## src/rtl/wb_regfile.sv

```systemverilog
`default_nettype none
// ============================================================================
// Module   : wb_regfile
// Purpose  : Writeback stage and architectural register file of the 8-bit
//            pipelined RISC CPU. Commits ALU or load results into four 8-bit
//            general registers. Serves two combinational read ports with
//            same-cycle write bypass. Keeps a zero flag, a halt latch and a
//            saturating retired-instruction counter.
// Ports    : clk, rst_n (sync, active low)
//            wb_valid, wb_op[3:0], wb_ra[1:0], wb_alu_data[7:0],
//            wb_mem_data[7:0]                       - writeback inputs
//            rd_addr_a/b[1:0] -> rd_data_a/b[7:0]   - combinational reads
//            wr_en, wr_addr[1:0], wr_data[7:0]      - commit (combinational)
//            zero_flag, halted, retired[15:0]       - registered status
// Revision : 1.0 - initial release
// ============================================================================
module wb_regfile (
  input  logic        clk,
  input  logic        rst_n,
  input  logic        wb_valid,
  input  logic [3:0]  wb_op,
  input  logic [1:0]  wb_ra,
  input  logic [7:0]  wb_alu_data,
  input  logic [7:0]  wb_mem_data,
  input  logic [1:0]  rd_addr_a,
  input  logic [1:0]  rd_addr_b,
  output logic [7:0]  rd_data_a,
  output logic [7:0]  rd_data_b,
  output logic        wr_en,
  output logic [1:0]  wr_addr,
  output logic [7:0]  wr_data,
  output logic        zero_flag,
  output logic        halted,
  output logic [15:0] retired
);

  localparam logic [3:0]  C_OP_NOP      = 4'h0;
  localparam logic [3:0]  C_OP_LOAD     = 4'h8;
  localparam logic [3:0]  C_OP_HALT     = 4'hF;
  localparam logic [15:0] C_RETIRED_MAX = 16'hFFFF;

  // Architectural state
  logic [7:0]  regs_q [4];
  logic [7:0]  regs_d [4];
  logic        zero_q;
  logic        zero_d;
  logic        halted_q;
  logic        halted_d;
  logic [15:0] retired_q;
  logic [15:0] retired_d;

  // Decode
  logic live;
  logic op_writes;
  logic op_halt;

  always_comb begin
    // Once halted, nothing further is accepted until reset.
    live      = wb_valid && !halted_q;
    // Opcodes 1..8 (ALU group plus LOAD) are the only register writers.
    op_writes = (wb_op != C_OP_NOP) && (wb_op <= C_OP_LOAD);
    op_halt   = (wb_op == C_OP_HALT);
  end

  // Commit port. wr_data is driven regardless of wr_en so downstream
  // forwarding logic can observe it without extra gating.
  always_comb begin
    wr_en   = live && op_writes;
    wr_addr = wb_ra;
    wr_data = (wb_op == C_OP_LOAD) ? wb_mem_data : wb_alu_data;
  end

  // Read ports with write-through bypass so decode sees the value being
  // committed this cycle without a one-cycle hazard.
  always_comb begin
    rd_data_a = regs_q[rd_addr_a];
    rd_data_b = regs_q[rd_addr_b];
    if (wr_en && (rd_addr_a == wb_ra)) begin
      rd_data_a = wr_data;
    end
    if (wr_en && (rd_addr_b == wb_ra)) begin
      rd_data_b = wr_data;
    end
  end

  // Next-state computation
  always_comb begin
    regs_d    = regs_q;
    zero_d    = zero_q;
    halted_d  = halted_q;
    retired_d = retired_q;

    if (wr_en) begin
      regs_d[wb_ra] = wr_data;
      zero_d        = (wr_data == 8'h00);
    end

    if (live && op_halt) begin
      halted_d = 1'b1;
    end

    // Every live instruction retires, NOPs and HALT included; the count
    // sticks at all-ones rather than wrapping.
    if (live && (retired_q != C_RETIRED_MAX)) begin
      retired_d = retired_q + 16'd1;
    end
  end

  // State registers. Reset takes priority over any in-flight writeback.
  always_ff @(posedge clk) begin
    if (!rst_n) begin
      for (int i = 0; i < 4; i++) begin
        regs_q[i] <= 8'h00;
      end
      zero_q    <= 1'b0;
      halted_q  <= 1'b0;
      retired_q <= 16'h0000;
    end else begin
      for (int i = 0; i < 4; i++) begin
        regs_q[i] <= regs_d[i];
      end
      zero_q    <= zero_d;
      halted_q  <= halted_d;
      retired_q <= retired_d;
    end
  end

  always_comb begin
    zero_flag = zero_q;
    halted    = halted_q;
    retired   = retired_q;
  end

endmodule
`default_nettype wire

```

## config.mk

```make
export PLATFORM = sky130hd
export DESIGN_NAME = wb_regfile
export DESIGN_NICKNAME = d
export VERILOG_FILES = /design/src/rtl/wb_regfile.sv
export SDC_FILE = /design/constraint.sdc
export NUM_CORES = 1
export LEC_CHECK = 0
export CAP_MARGIN = 5
export CORE_UTILIZATION = 44
export CTS_CLUSTER_DIAMETER = 50
export DETAILED_ROUTE_END_ITERATION = 8
export GPL_TIMING_DRIVEN = 0
export PLACE_DENSITY = 0.74
export SLEW_MARGIN = 40
export SYNTH_ARGS = -nofsm -noshare
export SYNTH_HDL_FRONTEND = slang
export SYNTH_SLANG_ARGS = --single-unit
export TNS_END_PERCENT = 30
```

## constraint.sdc

```tcl
create_clock -name clk -period 2 [get_ports clk]
set_input_delay 0.4 -clock clk [delete_from_list [all_inputs] [get_ports clk]]
set_output_delay 0.4 -clock clk [all_outputs]
set_load 0.05 [all_outputs]
```

* Yosys cells after proc, flatten, opt, wreduce, memory -nomap -nowiden
Cells that the tools add are included.
W data, S select, Z words.
** Operators by class
- Add/sub/neg operators :: 1
- $lt $le $gt $ge :: 5
- Equal/unequal tests :: 5
- Multiplexer cells :: 12
- Bitwise logic cells :: 3
- Reduce and logical (&&, ||, !) cells :: 11
** Operators with widths (count)
- $mux W8 :: 8
- $bmux W8 S2 :: 2
- $bwmux W32 :: 1
- $add A16 B1 Y16 const B :: 1
- $demux W8 S2 :: 1
- $ne A16 B16 Y1 const B :: 1
- $ge A3 B3 Y1 const B :: 3
- $not A2 Y3 :: 3
- $eq A4 B4 Y1 const B :: 2
- $logic_and A1 B1 Y1 :: 8
- $logic_not A8 Y1 :: 1
- $eq A2 B2 Y1 :: 2
- $le A4 B4 Y1 const B :: 1
- $reduce_bool A4 Y1 :: 1
- $lt A3 B1 Y1 const B :: 1
- $logic_not A1 Y1 :: 1
** Word-level totals
- Flip-flop bits (word level) :: 50
- Bits of input ports :: 29

* Depth between registers and ports, before layout
Gate-level depths: netlist (run 1).
- Depth after elaboration :: 6
- Mapped depth :: 6
- Depth with buffers taken out :: 5

* Worst setup path before layout (run 1)
No wires, ideal clock.
- Kind :: reg-to-output
- From :: register halted_q (netlist: halted)
- To :: output rd_data_a[0]
- Arrival :: 2.232 ns
- Required time :: 1.600 ns
- Slack :: -0.632 ns
- Stages on the path, launching flop included :: 6
- Buffers on the path :: 1
- Cells stage by stage :: dfxtp_1 nand2b_1 buf_2 nor3_4 nand3_2 mux2_2
** Between the ends
- Longest elaborated chain between the ends :: 5
** RTL lines
- start: declaration :: RTL line 47 : logic halted_q;
- start signal: assignment :: RTL line 123 : halted_q <= halted_d;
- $logic_not A1 Y1 :: RTL line 59 : live = wb_valid && !halted_q;
- $logic_and A1 B1 Y1 :: RTL line 59
- $logic_and A1 B1 Y1 :: RTL line 68 : wr_en = live && op_writes;
- via wr_en :: RTL line 29 : output logic wr_en,
- $logic_and A1 B1 Y1 :: RTL line 78 : if (wr_en && (rd_addr_a == wb_ra)) begin
- $mux W8 :: RTL line 78
- end: declaration :: RTL line 27 : output logic [7:0] rd_data_a,
The timed path passes the listed nets, and every way through them passes these cells.

* Worst setup path after layout (run 1)
- From :: input wb_op[1]
- To :: output rd_data_b[2]
** Between the ends
- Longest elaborated chain between the ends :: 5
** RTL lines
- start: declaration :: RTL line 21 : input logic [3:0] wb_op,
- $le A4 B4 Y1 or $reduce_bool A4 Y1 (tied branches) :: RTL line 61 : op_writes = (wb_op != C_OP_NOP) && (wb_op <= C_OP_LOAD);
- $logic_and A1 B1 Y1 :: RTL line 61
- $logic_and A1 B1 Y1 :: RTL line 68
- $logic_and A1 B1 Y1 :: RTL line 81 : if (wr_en && (rd_addr_b == wb_ra)) begin
- $mux W8 * :: RTL line 81
- end: declaration :: RTL line 28 : output logic [7:0] rd_data_b,
Every way passes the cells marked *; elsewhere a longest branch is shown, timed or not.

==> results.yml, run 1 <==
outcome:
  status: "finished with violations"
  violations: "setup timing"
floorplan:
  rows: 29
  die_w_um: 83.09
  die_h_um: 83.09
  floorplan.initialDensity_pct: 45.56
  core_mm2: 0.006350
  dieArea_mm2: 0.006903
  ios: 74
global_routing:
  grt_pass1_vias: 2518
  antenna_found_initial: 0
  grt_start_max_net_pins: 15
  grt_pass1_wl_um: 12630
  grt_usage_pct: 22.96
  grt.overflow.total: 0
worst_setup_path:
  worst-path-stages: 7
  reg2reg_depth: 5
  end_kind: "output pin"
  arrival_ps: 1980
  path_common_cell: "buf_12"
  rrSetupSlack_ps: 60
  reg2reg_from: "halted"
  cp-startpoint: "wb_op[1]"
  r2r_end: "regs_q[7]"
  critical-path-max-stage-delay_ps: 350
  critPathLaunchType: "primary input"
  critical_path_class: "primary input to output pin"
  worst_path_max_delay_cell: "o31a_4"
  crit_required_ps: 1600
  cp_cell_sequence: "buf_12, o31a_4, nor3_4, nand3_4, buf_12, mux2_4, buf_8"
  crit_end: "rd_data_b[2]"
  crit_buf_inv: 3
  crit_family: "simple AND/OR/NAND/NOR gates"
  worstPathMaxFanout: 5
sta:
  skew_ps: 6.292
  hold_viol: 0
  timing.final.ws_setup_ps: -380.2
  fin_hold_ws_ps: 387.6
  finalSetupViolations: 20
  clock.fmax_mhz: 420.1
  period_needed_ps: 2380
  slew_headroom_pct: 39.26
  worstMarginPinSlew_ps: 904.3
  rsz0062_at_grt: "yes"
  finalCritPeriodShare_pct: 119.0
  slew_viol_final: 0
min_path:
  hold_path.class: "primary input to flop"
yosys:
  synth_seq_cells: 50
  yosysTopAreaCell: "dfxtp_1"
  avgSynthCellArea_um2: 10.60
  ys_types: 41
  syn_area_mm2: 0.002893
  ys_seq_area_share_pct: 34.60
  syn_inst: 273
  synth_area_leaders: "dfxtp_1, mux4_2, mux2i_1"
  yosysWarnings: 0
  yosys.area.top_type_share_pct: 34.60
  synth_nets: 303
power_and_ir_drop:
  power.density_mw_per_mm2: 536.1
  finalPower_mw: 2.208
  p_leak_nw: 1.621
  irDropWorstVdd_uv: 369.8
placement:
  io_buffers: 68
  gp_congestion: 0.7941
  hpwl_um: 5320
  place_inst: 418
routing:
  drt_pass1_iterations: 4
  vias_per_cell: 5.801
  drtAntennaViolNets: 0
  num_vias: 2570
  route.detailed.drc: 0
  drtIter0Drc: 175
  routedWlPerCell_um: 17.41
  wirelength_um: 7713
cts:
  htree_levels: 2
  cts_buffer_depth: 2
  cts_buffers: 5
  cts_root_buf: "clkbuf_8"
  clock_latency_ps: 300
  cts_tree: "yes"
  cts.sinks: 50
  clk_pin_slew_ps: 90
run:
  maxCapViolCount: 0
finish:
  n_antenna_cell: 0
  area_growth_pct: 42.39
  nets: 395
  fin_cells: 443
  drive_gt1_share_pct: 32.51
  final_core_utilization_pct: 64.87
==> worst min-delay path by stage <==
stage	from	end	slack [ps]	cells past startpoint
6_report	wb_op[2]	halted	390	3
5_1_grt	wb_op[2]	halted	400	3
4_1_cts	wb_op[2]	halted	390	3
3_5_place_dp	halted	halted	480	2
3_3_place_gp	halted	halted	480	2
2_1_floorplan	regs_q[15]	regs_q[15]	470	2
==> Yosys cell counts, drive strengths merged <==
| cell type | instances |
|---|---|
| a211oi | 2 |
| a21oi | 9 |
| a31oi | 5 |
| and3 | 2 |
| and4 | 1 |
| buf | 10 |
| clkbuf | 3 |
| clkinv | 1 |
| dfxtp | 50 |
| dlygate4sd1 | 1 |
| ha | 1 |
| inv | 2 |
| mux2 | 24 |
| mux2i | 33 |
| mux4 | 16 |
| nand2 | 5 |
| nand2b | 4 |
| nand3 | 7 |
| nand3b | 1 |
| nand4 | 4 |
| nor2 | 38 |
| nor3 | 9 |
| nor3b | 1 |
| nor4 | 8 |
| nor4b | 3 |
| o211a | 1 |
| o211ai | 3 |
| o21ai | 8 |
| o31a | 1 |
| o31ai | 4 |
| or3 | 6 |
| or4 | 6 |
| xnor2 | 4 |
==> kinds of logic after synthesis <==
group	Yosys count	synth area share (%)
adder cells (fa/ha/maj)	1	0.4325
buffers and inverters	17	2.811
XOR/XNOR	4	1.211
multiplexers	73	33.22
flip-flops	50	34.60
AND/OR/NAND/NOR	95	20.42
AO/OA/AOI/OAI	33	7.310
==> what timing repair did <==
action,CTS,global route
cloned,0,0
buffers inserted,16,1
setup endpoints to repair,68,48
hold buffers,0,0
pin swaps,7,6
gates resized for setup,197,15
hold endpoints to repair,0,0
==> per-stage QoR <==
step                setup slack, ps  area, µm²  TNS (ps)
finish                       -380.2       4119     -6840
global route                 -423.8       4119     -7724
CTS                          -384.4       4061     -6861
detailed placement            -1590       3746    -59330
global placement              -1544       3746    -56650
floorplan                    -506.5       2969     -8409
==> cells in the final DEF (no fill, tap or decap), types with 3 or more instances in the layout <==
cell / Yosys / layout
a21oi_1: 9 / 9
a31oi_1: 5 / 5
buf_12: 0 / 3
buf_2: 4 / 8
buf_4: 2 / 14
buf_6: 0 / 25
clkbuf_1: 3 / 4
clkbuf_8: 0 / 6
clkdlybuf4s50_1: 0 / 28
dfxtp_1: 50 / 49
dlygate4sd2_1: 0 / 10
dlymetal6s2s_1: 0 / 4
mux2_2: 24 / 4
mux2_4: 0 / 20
mux2i_1: 33 / 33
mux4_2: 16 / 16
nand2_1: 5 / 5
nand2b_1: 4 / 3
nand3_1: 5 / 5
nand4_1: 4 / 4
nor2_1: 38 / 38
nor3_1: 8 / 7
nor4_4: 4 / 5
o211ai_1: 3 / 3
o21ai_0: 8 / 8
o31ai_1: 4 / 4
or3_1: 6 / 6
or4_1: 6 / 6
xnor2_2: 0 / 4
==> tightest hold or removal path, stage by stage <==
cell and delay, ps:
buf_6 100, a31oi_1 80, nor2_1 70
==> metal layers <==
layer  track usage, %  vias up  share of wire, %
li1                 -     1228                 -
met1            29.24     1281                42
met2            40.39       57                53
met3            3.678        4               4.4
met4            5.956        0              0.58
met5                0        -                 0
==> layout make-up <==
| cell class | count | area [µm²] |
|---|---|---|
| repair buffers | 86 | 889.6 |
| well taps | 77 | 96.34 |
| clock buffers | 7 | 86.33 |
| fillers | 520 | 2231 |
| flip-flops and latches | 50 | 1002 |
| clock inverters | 1 | 5.005 |
| inverters | 3 | 11.26 |
| plain buffers | 13 | 70.07 |
| multi-input cells | 206 | 1958 |
==> flip-flops by register name, indices dropped and copies added (netlist names) <==
| register | cells |
|---|---|
| regs_q | 32 |
| retired | 16 |
| zero_flag | 1 |
| halted | 1 |
==> power breakdown <==
| part | switching (mW) | internal [mW] | leakage (nW) |
|---|---|---|---|
| sequential | 0.0167 | 1.02 | 0.405 |
| clock | 0.327 | 0.280 | 0.0482 |
| combinational | 0.320 | 0.249 | 1.17 |
| total | 0.663 | 1.55 | 1.62 |
(Power assumes the default switching activity.)
==> run 2: changes to the inputs <==
--- a/config.mk
+++ b/config.mk
@@ -6,11 +6,12 @@
 export NUM_CORES = 1
 export LEC_CHECK = 0
 export CAP_MARGIN = 5
-export CORE_UTILIZATION = 44
+export CORE_UTILIZATION = 45
 export CTS_CLUSTER_DIAMETER = 50
 export DETAILED_ROUTE_END_ITERATION = 8
+export DONT_BUFFER_PORTS = 1
 export GPL_TIMING_DRIVEN = 0
-export PLACE_DENSITY = 0.74
+export PLACE_DENSITY = 0.6
 export SLEW_MARGIN = 40
 export SYNTH_ARGS = -nofsm -noshare
 export SYNTH_HDL_FRONTEND = slang
==> run 2 against run 1 <==
Against the previous run:
- the run still ends with setup timing left
- sequential share of layout area increased by 7.4 points
- register-to-register slack got worse by 50 ps
- first-iteration DRC count decreased by 53%
- hold slack got worse by 110 ps
- highest routed layer unchanged
==> results.yml, run 2 (synthesis results as in run 1) <==
worst_setup_path:
  critical-path-max-stage-delay_ps: 660
  end_kind: "output pin"
  reg2reg_depth: 6
  path_common_cell: "buf_12"
  cp_cell_sequence: "nand2b_4, buf_12, nor3_4, nand3_4, buf_12, mux2_4"
  arrival_ps: 2380
  crit_family: "simple AND/OR/NAND/NOR gates"
  critPathLaunchType: "flop"
  crit_required_ps: 1600
  worstPathMaxFanout: 8
  worst-path-stages: 6
  worst_path_max_delay_cell: "nor3_4"
  crit_buf_inv: 2
  critical_path_class: "flop to output pin"
sta:
  finalSetupTns_ps: -12650
  clock.fmax_mhz: 359.7
  slew_headroom_pct: 45.38
  skew_ps: 10.45
  finalCritPeriodShare_pct: 139.0
  slew_viol_final: 0
  timing.final.ws_setup_ps: -780.0
  period_needed_ps: 2780
  rsz0062_at_grt: "yes"
  finalSetupViolations: 24
  worstMarginPinSlew_ps: 813.2
  hold_viol: 0
routing:
  vias_per_cell: 6.136
  drtIter0Drc: 83
  wirelength_um: 7069
  routedWlPerCell_um: 19.58
  num_vias: 2215
  drtAntennaViolNets: 0
  route.detailed.drc: 0
  drt_pass1_iterations: 4
placement:
  place_inst: 349
  gp_congestion: 0.7700
  io_buffers: 0
  place_area_mm2: 0.003070
  hpwl_um: 4913
power_and_ir_drop:
  power.density_mw_per_mm2: 610.7
  irDropWorstVdd_uv: 377.3
  p_leak_nw: 1.119
  finalPower_mw: 2.028
global_routing:
  grt_start_max_net_pins: 17
  grt.overflow.total: 0
  grt_usage_pct: 22.38
  antenna_found_initial: 0
  grt_pass1_vias: 2157
  grt_pass1_wl_um: 10960
cts:
  clock_latency_ps: 310
  cts.sinks: 50
  cts_buffers: 5
  cts_tree: "yes"
  cts_buffer_depth: 2
  htree_levels: 2
  cts_root_buf: "clkbuf_8"
  cts_hold_buffers: 0
  clk_pin_slew_ps: 90
outcome:
  status: "finished with violations"
  violations: "setup timing"
finish:
  regMostFlops: "regs_q"
  drive_gt1_share_pct: 32.52
  fin_cells: 361
  area_growth_pct: 14.79
  nets: 315
  fin_area_mm2: 0.003321
  layout_commonest_cell: "nor2_1"
  n_antenna_cell: 0
  largest_register_ffs: 32
  layout_common_cells: "nor2_1, mux2i_1, dfxtp_1"
floorplan:
  ios: 74
  rows: 28
  die_w_um: 82.18
  floorplan.initialDensity_pct: 47.73
  core_mm2: 0.006061
  dieArea_mm2: 0.006753
  die_h_um: 82.18
min_path:
  hold_path.class: "primary input to flop"
  min_path_cells: 2
run:
  maxCapViolCount: 0
[run 2: metrics by stage]
stage	utilization, %	hold slack, ps	worst slack, ps
after floorplan	-	472.0	-506.5
after global placement	50.54	487.6	-727.3
after detailed placement	50.66	498.8	-735.3
after CTS	54.01	280.6	-815.5
after global routing	54.79	292.9	-845.7
final	54.79	275.8	-780.0
[run 2: worst register-to-register path, cell delays in order, from the launching register on]
cell,delay [ps]
dfxtp_4,420
nand2b_4,170
buf_12,120
buf_4,180
nor4_4,620
mux2i_1,290
nor2_1,60
[run 2: path summary, 6_finish.rpt]
| path | start | to | slack, ps |
|---|---|---|---|
| worst max register to register | halted | regs_q[14] | 10 |
| worst min register to register | regs_q[17] | regs_q[17] | 520 |
| worst min-delay path | wb_op[3] | halted | 280 |
| worst max-delay path | halted | rd_data_a[4] | -780 |
[run 2: repair_timing]
action                     in CTS  in global routing
resized for setup              28                 14
pin swaps                       9                  7
setup endpoints to repair      59                 54
setup buffers                   4                  0
[run 2: final cells by class]
cell class | count | area (µm²)
Fill cell | 538 | 2740
Multi-Input combinational cell | 206 | 1927
Sequential cell | 50 | 1055
Tap cell | 75 | 93.84
Buffer | 14 | 86.33
Clock buffer | 5 | 68.82
Timing Repair Buffer | 5 | 57.56
Clock inverter | 3 | 21.27
Inverter | 3 | 11.26
[run 2: where the power goes]
group | internal, mW | switching [mW] | total (mW)
clock network | 0.246 | 0.352 | 0.599
logic | 0.136 | 0.257 | 0.393
registers | 1.00 | 0.0348 | 1.04
[run 2: layer usage]
layer,global-route usage [%],up-vias,share of wire [%]
li1,-,1062,-
met1,29.58,1096,46
met2,36.20,52,48
met3,5.934,5,5.6
met4,5.789,0,1.0
met5,0,-,0
==> run 3: changes to the inputs <==
--- a/config.mk
+++ b/config.mk
@@ -6,6 +6,7 @@
 export NUM_CORES = 1
 export LEC_CHECK = 0
 export CAP_MARGIN = 5
+export CORE_MARGIN = 2
 export CORE_UTILIZATION = 45
 export CTS_CLUSTER_DIAMETER = 50
 export DETAILED_ROUTE_END_ITERATION = 8
==> run 3 against run 2 <==
Against the previous run:
- global-route usage shrank 1.9 points
- highest routed layer unchanged
- sequential power is essentially flat
- worst setup slack lost 4.1 ps
- clock power shrank 3%
- the flow still finishes with violations (setup timing)
- die area grew 4.9%
- via count is essentially flat
==> results.yml, run 3 (synthesis results as in run 1) <==
routing:
  drtIter0Drc: 110
  dr_wl_met2_um: 3420
  drt_pass1_iterations: 4
  wirelength_um: 7141
  routedWlPerCell_um: 19.51
  routed-wl-met3_um: 421
  drtAntennaViolNets: 0
  route.detailed.drc: 0
  wl_met1_um: 3238
  num_vias: 2217
  vias_per_cell: 6.057
  topRoutingLayerUsed: "met4"
global_routing:
  grt.overflow.total: 0
  grt_usage_pct: 20.51
  grt_pass1_wl_um: 11610
  grt_pass1_vias: 2177
  antenna_found_initial: 0
  grt_start_max_net_pins: 17
finish:
  layout_commonest_cell: "nor2_1"
  layout_common_cells: "nor2_1, mux2i_1, dfxtp_1"
  area_growth_pct: 15.87
  regMostFlops: "regs_q"
  largest_register_ffs: 32
  drive_gt1_share_pct: 33.91
  nets: 318
  n_antenna_cell: 0
  fin_area_mm2: 0.003352
  fin_cells: 366
worst_setup_path:
  end_kind: "output pin"
  critical_path_class: "flop to output pin"
  path_common_cell: "buf_12"
  critPathLaunchType: "flop"
  worstPathMaxFanout: 8
  crit_required_ps: 1600
  arrival_ps: 2380
  critical-path-max-stage-delay_ps: 660
  worst_path_max_delay_cell: "nor3_4"
  cp_cell_sequence: "nand2b_4, buf_12, nor3_4, nand3_4, buf_12, mux2_4"
run:
  maxCapViolCount: 0
floorplan:
  die_w_um: 84.18
  rows: 29
  die_h_um: 84.18
  dieArea_mm2: 0.007085
  floorplan.initialDensity_pct: 46.08
  core_mm2: 0.006277
  ios: 74
power_and_ir_drop:
  power.density_mw_per_mm2: 602.0
  irDropWorstVdd_uv: 314.9
  p_sw_share_pct: 31.23
  intPower_mw: 1.388
  switchingPower_uw: 630.2
  combPwrFrac_pct: 19.7
  p_seq_share_pct: 51.4
  p_leak_nw: 1.133
  clockPowerShare_pct: 28.9
sta:
  timing.final.ws_setup_ps: -784.0
  hold_viol: 0
  slew_headroom_pct: 43.10
  period_needed_ps: 2784
  skew_ps: 10.53
  finalCritPeriodShare_pct: 139.2
  worstMarginPinSlew_ps: 847.2
  finalSetupViolations: 25
  slew_viol_final: 0
  fin_hold_ws_ps: 296.4
  clock.fmax_mhz: 359.2
  rsz0062_at_grt: "yes"
cts:
  cts_root_buf: "clkbuf_8"
  clk_pin_slew_ps: 100
  clock_latency_ps: 300
  htree_levels: 2
  cts_tree: "yes"
  cts_buffer_depth: 2
  cts_buffers: 5
  cts_hold_buffers: 0
  cts.sinks: 50
min_path:
  hold_path.class: "primary input to flop"
placement:
  gp_congestion: 0.7767
  place_area_mm2: 0.003077
  io_buffers: 0
  pre_cts_ws_ps: -698.6
  hpwl_um: 5003
  place_inst: 351
outcome:
  status: "finished with violations"
  violations: "setup timing"
-- run 3: routing by layer --
| metal | vias to the layer above | global-route usage [%] |
|---|---|---|
| li1 | 1066 | - |
| met1 | 1100 | 27.96 |
| met2 | 46 | 32.83 |
| met3 | 5 | 5.310 |
| met4 | 0 | 4.985 |
| met5 | - | 0 |
-- run 3: repair_timing --
| item | CTS | global route |
|---|---|---|
| gates resized for setup | 29 | 18 |
| setup buffers | 5 | 2 |
| setup endpoints to repair | 55 | 58 |
| cloned | 0 | 0 |
| pin swaps | 8 | 8 |
-- run 3: final timing paths --
kind / start / to / slack (ps) / cells past startpoint
setup / recovery: halted / rd_data_a[2] / -780 / 6
hold / removal: wb_op[3] / halted / 300 / 2
setup reg to reg: halted / regs_q[12] / 10 / 6
hold reg to reg: regs_q[2] / regs_q[2] / 520 / 2
-- run 3: area by class of cell --
class                   instances  area (µm²)
fillers                       602        2925
multi-input cells             206        1929
flip-flops and latches         50        1052
well taps                      77       96.34
plain buffers                  14       88.84
repair buffers                  8       83.83
clock buffers                   5       68.82
clock inverters                 3       21.27
inverters                       3       11.26
-- run 3: power groups by stage --
| stage | sequential (mW) | combinational, mW | clock, mW |
|---|---|---|---|
| 2_1_floorplan | 1.07 | 0.328 | 0 |
| 3_3_place_gp | 1.07 | 0.374 | 0 |
| 3_5_place_dp | 1.07 | 0.378 | 0 |
| 4_1_cts | 1.05 | 0.397 | 0.614 |
| 5_1_grt | 1.04 | 0.420 | 0.656 |
| 6_report | 1.04 | 0.397 | 0.583 |
-- run 3: through the flow --
stage                     util [%]  setup TNS [ps]  total power, mW
final                        53.40          -12750            2.018
after global routing         53.40          -14890            2.117
after CTS                    52.30          -13210            2.062
after detailed placement     49.01          -16520            1.452
after global placement       48.83          -16830            1.447
after floorplan                  -           -8409            1.397
-- run 3: critical path: cells and delay by family, from the launching register on --
family | cells | cell delay, ps
buf+inv | 2 | 300
mux | 1 | 390
simple gates | 3 | 960
flops | 1 | 420
